[config.mk]
export PLATFORM = sky130hd
export DESIGN_NAME = sort_fifo
export DESIGN_NICKNAME = d
export VERILOG_FILES = /design/src/rtl/sort_fifo.sv
export SDC_FILE = /design/constraint.sdc
export NUM_CORES = 2
export LEC_CHECK = 0
export ABC_AREA = 1
export CELL_PAD_IN_SITES_DETAIL_PLACEMENT = 2
export CELL_PAD_IN_SITES_GLOBAL_PLACEMENT = 2
export CORE_UTILIZATION = 39
export DETAILED_ROUTE_END_ITERATION = 10
export GPL_ROUTABILITY_DRIVEN = 0
export PLACE_DENSITY = 0.88
export SYNTH_ARGS = -nofsm -noshare
export SYNTH_HDL_FRONTEND = slang
export SYNTH_SLANG_ARGS = --single-unit
[constraint.sdc]
create_clock -name clk_i -period 9.9 [get_ports clk_i]
set_clock_uncertainty 0.2 [all_clocks]
set_input_delay 1.485 -clock clk_i [delete_from_list [all_inputs] [get_ports clk_i]]
set_output_delay 1.485 -clock clk_i [all_outputs]
set_load 0.01 [all_outputs]
[src/rtl/sort_fifo.sv]
// sort_fifo: batch-sorting FIFO.
// Words are collected in FILL until a batch is closed (eop or capacity reached).
// The batch is then sorted in place by odd-even transposition over N cycles
// (SORT), and drained in sorted order through a showahead head word (DRAIN).
//
// Ports:
//   clk_i          clock, rising edge
//   srst_i         asynchronous active-high reset
//   data_i         write word (unsigned)
//   wrreq_i        write request (FILL only)
//   eop_i          end of batch
//   rdreq_i        read request, pops head (DRAIN only)
//   q_o            head word of the sorted batch (holds last value when empty)
//   empty_o        no readable word
//   full_o         write not accepted
//   usedw_o        words currently held
//   almost_full_o  usedw_o >= ALMOST_FULL
//   almost_empty_o usedw_o <= ALMOST_EMPTY
//   busy_o         sort in progress
module sort_fifo #(
   parameter int DWIDTH       = 32,
   parameter int AWIDTH       = 4,
   parameter int DESCENDING   = 0,
   parameter int ALMOST_FULL  = 12,
   parameter int ALMOST_EMPTY = 2
) (
   input  logic              clk_i,
   input  logic              srst_i,
   input  logic [DWIDTH-1:0] data_i,
   input  logic              wrreq_i,
   input  logic              eop_i,
   input  logic              rdreq_i,
   output logic [DWIDTH-1:0] q_o,
   output logic              empty_o,
   output logic              full_o,
   output logic [AWIDTH:0]   usedw_o,
   output logic              almost_full_o,
   output logic              almost_empty_o,
   output logic              busy_o
);

   localparam int N = 1 << AWIDTH;
   localparam logic [AWIDTH:0]   N_W     = (AWIDTH+1)'(N);
   localparam logic [AWIDTH:0]   NM1_W   = (AWIDTH+1)'(N-1);
   localparam logic [AWIDTH:0]   ONE_W   = (AWIDTH+1)'(1);
   localparam logic [AWIDTH-1:0] LAST_PH = AWIDTH'(N-1);
   localparam logic [AWIDTH-1:0] PH_ONE  = AWIDTH'(1);

   typedef enum logic [1:0] {FILL, SORT, DRAIN} state_t;

   state_t            state_q, state_d;
   logic [AWIDTH:0]   usedw_q, usedw_d;
   logic [AWIDTH-1:0] phase_q, phase_d;
   logic [DWIDTH-1:0] q_q;
   logic [DWIDTH-1:0] mem_q [N];
   logic [DWIDTH-1:0] mem_d [N];
   logic              wr_acc;
   logic              rd_acc;
   logic              head_vld;

   // True when the pair (lo at lower index, hi at higher index) must swap so
   // that index 0 ends up holding the head word.
   function automatic logic out_of_order(input logic [DWIDTH-1:0] lo,
                                         input logic [DWIDTH-1:0] hi);
      if (DESCENDING != 0) return lo < hi;
      else                 return lo > hi;
   endfunction

   assign wr_acc   = (state_q == FILL)  && wrreq_i && (usedw_q != N_W);
   assign rd_acc   = (state_q == DRAIN) && rdreq_i && (usedw_q != '0);
   assign head_vld = (state_q == DRAIN) && (usedw_q != '0);

   always_ff @(posedge clk_i or posedge srst_i) begin
      if (srst_i) begin
         state_q <= FILL;
         usedw_q <= '0;
         phase_q <= '0;
         q_q     <= '0;
      end else begin
         state_q <= state_d;
         usedw_q <= usedw_d;
         phase_q <= phase_d;
         // Remember the word on display so q_o can hold it once empty.
         if (head_vld) q_q <= mem_q[0];
      end
   end

   // Storage is data only; a reset empties the FIFO via usedw_q instead.
   always_ff @(posedge clk_i) begin
      mem_q <= mem_d;
   end

   always_comb begin
      state_d = state_q;
      usedw_d = usedw_q;
      phase_d = '0;
      case (state_q)
         FILL: begin
            if (wr_acc) usedw_d = usedw_q + ONE_W;
            // Close the batch on eop with a write, a bare eop with data held,
            // or a write that fills the last slot.
            if ((wr_acc && (eop_i || (usedw_q == NM1_W))) ||
                (eop_i && !wrreq_i && (usedw_q != '0)))
               state_d = SORT;
         end
         SORT: begin
            phase_d = phase_q + PH_ONE;
            if (phase_q == LAST_PH) state_d = DRAIN;
         end
         DRAIN: begin
            if (rd_acc) usedw_d = usedw_q - ONE_W;
            if (usedw_q == '0) state_d = FILL;
         end
         default: state_d = FILL;
      endcase
   end

   always_comb begin
      mem_d = mem_q;
      case (state_q)
         FILL: begin
            if (wr_acc) mem_d[usedw_q[AWIDTH-1:0]] = data_i;
         end
         SORT: begin
            // Even phases touch pairs (0,1),(2,3)...; odd phases (1,2),(3,4)...
            // Slots at or beyond usedw_q hold stale data and are left alone.
            for (int i = 0; i < N-1; i++) begin
               if ((i[0] == phase_q[0]) && (usedw_q > (AWIDTH+1)'(i+1)) &&
                   out_of_order(mem_q[i], mem_q[i+1])) begin
                  mem_d[i]   = mem_q[i+1];
                  mem_d[i+1] = mem_q[i];
               end
            end
         end
         DRAIN: begin
            // Sorted order is preserved by shifting toward the head.
            if (rd_acc) begin
               for (int i = 0; i < N-1; i++) mem_d[i] = mem_q[i+1];
            end
         end
         default: ;
      endcase
   end

   assign q_o            = head_vld ? mem_q[0] : q_q;
   assign usedw_o        = usedw_q;
   assign busy_o         = (state_q == SORT);
   assign full_o         = (state_q != FILL) || (usedw_q == N_W);
   assign empty_o        = !head_vld;
   assign almost_full_o  = (int'(usedw_q) >= ALMOST_FULL);
   assign almost_empty_o = (int'(usedw_q) <= ALMOST_EMPTY);

endmodule
==> impl_metrics.py <==
metrics = {
    "outcome": {
        "outcome": "finished clean",
    },
    "logic_synthesis": {
        "synthCells": 8373,
        "ys_warn_count": 0,
        "synth_cell_type_count": 37,
        "netlist_area_um2": 52600,
        "synth-async-reset-ratio": 0.0775,
        "ys.flop_type": "edfxtp_1",
        "syn_area_per_cell_um2": 6.28,
        "synth-edff-count": 512,
        "synth.yosys.seq_area_share": 0.313,
        "ys_seq_elements": 555,
        "syn-num-nets": 8902,
    },
    "cts": {
        "ctsLongestPathBuffers": 3,
        "numCtsBuffers": 79,
        "clock_latency_ns": 0.74,
        "htree_levels": 3,
        "tritoncts": "done",
        "cts_num_sinks": 555,
        "root_buffer": "clkbuf_16",
        "holdBufCountCts": 0,
        "post_cts_resized": 0,
        "post_cts_buffers": 0,
        "clkTransAtPathRegs_ns": 0.07,
    },
    "global_route": {
        "grtUsageTotal": 0.450,
        "grt_max_degree": 186,
        "first_global_vias": 68800,
        "antenna_found_initial": 10,
        "grt_overflow": 0,
        "grt_first_pass_wirelength_um": 462000,
    },
    "sta": {
        "maxSlewViolCount": 0,
        "rsz0062_at_grt": "no",
        "setup_tns_ns": 0,
        "tightest_slew_ns": 1.46,
        "slew_headroom": 0.0264,
        "fmax_ghz": 0.163,
        "post-route-min-period_ns": 6.12,
        "final-hold-violation-count": 0,
        "period_share": 0.619,
        "setup_viol": 0,
    },
    "setup_path": {
        "crit_slowest_cell": "nand2_2",
        "worstPathCellList": "nor2_1, inv_1, nor2_1, inv_1, nor2_1, inv_1, nand2_2, nand2_1, o21ai_0, clkdlybuf4s50_1",
        "crit_family": "simple AND/OR/NAND/NOR gates",
        "cpPeakStageDelay_ns": 0.84,
        "cp_max_fo": 66,
        "critPathRequiredTime_ns": 8.22,
        "crit_arrival_ns": 4.44,
        "cp-end-kind": "primary output",
        "timing_worst_setup_path_type": "register to primary output",
        "start_kind": "register",
        "crit_path_start": "usedw_o[4]$_DFFE_PP0P_",
        "worstReg2RegStart": "usedw_o[1]$_DFFE_PP0P_",
        "cp_num_buf_inv": 4,
    },
    "floorplanning": {
        "num_rows": 134,
        "chipWidth_um": 369,
        "die_area_um2": 136000,
        "core_area_um2": 134000,
        "start_util": 0.394,
        "num_io_pins": 79,
        "fp.dieH_um": 369,
    },
    "routing": {
        "drt-total-wl_um": 313000,
        "antenna_left": 0,
        "route.vias.total": 62300,
        "avgRoutedWirePerCell_um": 31.3,
        "drtIter0Drc": 6486,
        "drcViolationCount": 0,
        "drt-pass1-iter-count": 6,
        "viasPerCell": 6.23,
    },
    "final_layout": {
        "drive_above_1_share": 0.0383,
        "area_growth_pct": 9.00,
        "fin_nets": 8689,
    },
    "placement": {
        "io_buffers": 78,
        "dp_hpwl_um": 188000,
    },
    "min_path": {
        "worstHoldStart": "q_q[16]$_DFF_PP0_",
        "min_path_type": "register to register",
    },
    "run": {
        "maxCapViolCount": 0,
    },
}
==> sequential cells by signal (all words and copies together), names as in the netlist <==
signal	cells
mem_q	512
state_q	2
q_q	32
phase_q	4
usedw_o	5
==> path summary, 6_finish.rpt <==
kind,depth (start not counted),end,slack (ns)
worst max-delay path,10,q_o[15],3.78
worst min-delay path,2,q_q[16]$_DFF_PP0_,0.31
worst max register to register,14,mem_q[219]$_DFFE_PP_,4.47
worst min register to register,2,q_q[16]$_DFF_PP0_,0.31
max in group asynchronous,2,phase_q[0]$_DFF_PP0_,7.65
min in group asynchronous,2,q_q[13]$_DFF_PP0_,1.17
==> synthesized netlist by cell type (all sizes together), types with 8 or more instances <==
cell type	count	area, um2
a21o	15	113
a21oi	233	1170
nand3	928	4640
inv	1070	4020
buf	207	1040
o21a	27	203
nor3b	8	65.1
clkbuf	276	1040
nor3	15	75.1
edfxtp	512	15400
o21ai	80	400
o211ai	19	143
ha	492	6160
dfrtp	43	1080
nor2	183	699
o22ai	32	200
o31ai	33	248
nand4	37	231
nand2	4142	15600
==> final cells by class <==
cell class	count	area, um2
inverter	1070	4020
tap	1768	2210
multi-input combinational	6265	30400
clock buffer	109	2230
sequential	555	16500
clock inverter	35	315
timing repair buffer	189	1650
antenna	10	25.0
fill	16200	76300
==> per-stage QoR <==
| stage | util | instance area, um2 | std cells | setup slack [ns] | hold WS, ns |
|---|---|---|---|---|---|
| final | 0.429 | 57300 | 10000 | 3.78 | 0.310 |
| after global routing | 0.429 | 57300 | 9994 | 3.68 | 0.344 |
| after CTS | 0.429 | 57300 | 9991 | 3.83 | 0.310 |
| after detailed placement | 0.410 | 54800 | 9847 | 4.79 | 0.294 |
| after global placement | 0.410 | 54800 | 9847 | 5.10 | 0.284 |
| after floorplan | - | 52600 | 8373 | 4.90 | 0.261 |
==> placed cells by master, fill, tap and decap left out, types with 9 or more instances in the layout <==
cell	count
nand2_1	4124
inv_1	1062
nand3_1	928
edfxtp_1	512
ha_1	489
a21oi_1	221
nor2_1	132
buf_4	108
clkbuf_16	84
o21ai_0	80
clkdlybuf4s50_1	78
dfrtp_1	43
nand4_1	37
nor2_2	36
o31ai_1	33
o22ai_1	32
o21a_1	27
clkbuf_1	22
o211ai_1	19
nand2_2	17
nor2_4	15
nor3_1	15
a21o_1	15
clkinv_2	14
clkinv_1	12
diode_2	10
a21oi_4	9
==> cells by family after synthesis <==
family / after synthesis / share of synthesized area
AO/OA/AOI/OAI: 444 / 0.0479
XOR/XNOR: 5 / 0.000832
adder cells (fa/ha/maj): 492 / 0.117
buffers and inverters: 1553 / 0.116
flip-flops: 555 / 0.313
AND/OR/NAND/NOR: 5324 / 0.406
==> layer usage <==
layer	track usage	wire length (um)
met1	0.541	118000
met2	0.721	143000
met3	0.0955	28500
met4	0.307	23100
met5	0	107
==> tightest hold or removal path: cells and delay by family, from the launching register on <==
family	cells	cell delay [ns]
AND/OR/NAND/NOR	1	0.05
AO/OA/AOI/OAI	1	0.09
flip-flops	1	0.33
Power is left out: the tool's default activity adds up to more than one toggle a clock period on the data nets, which glitch-free logic cannot reach.
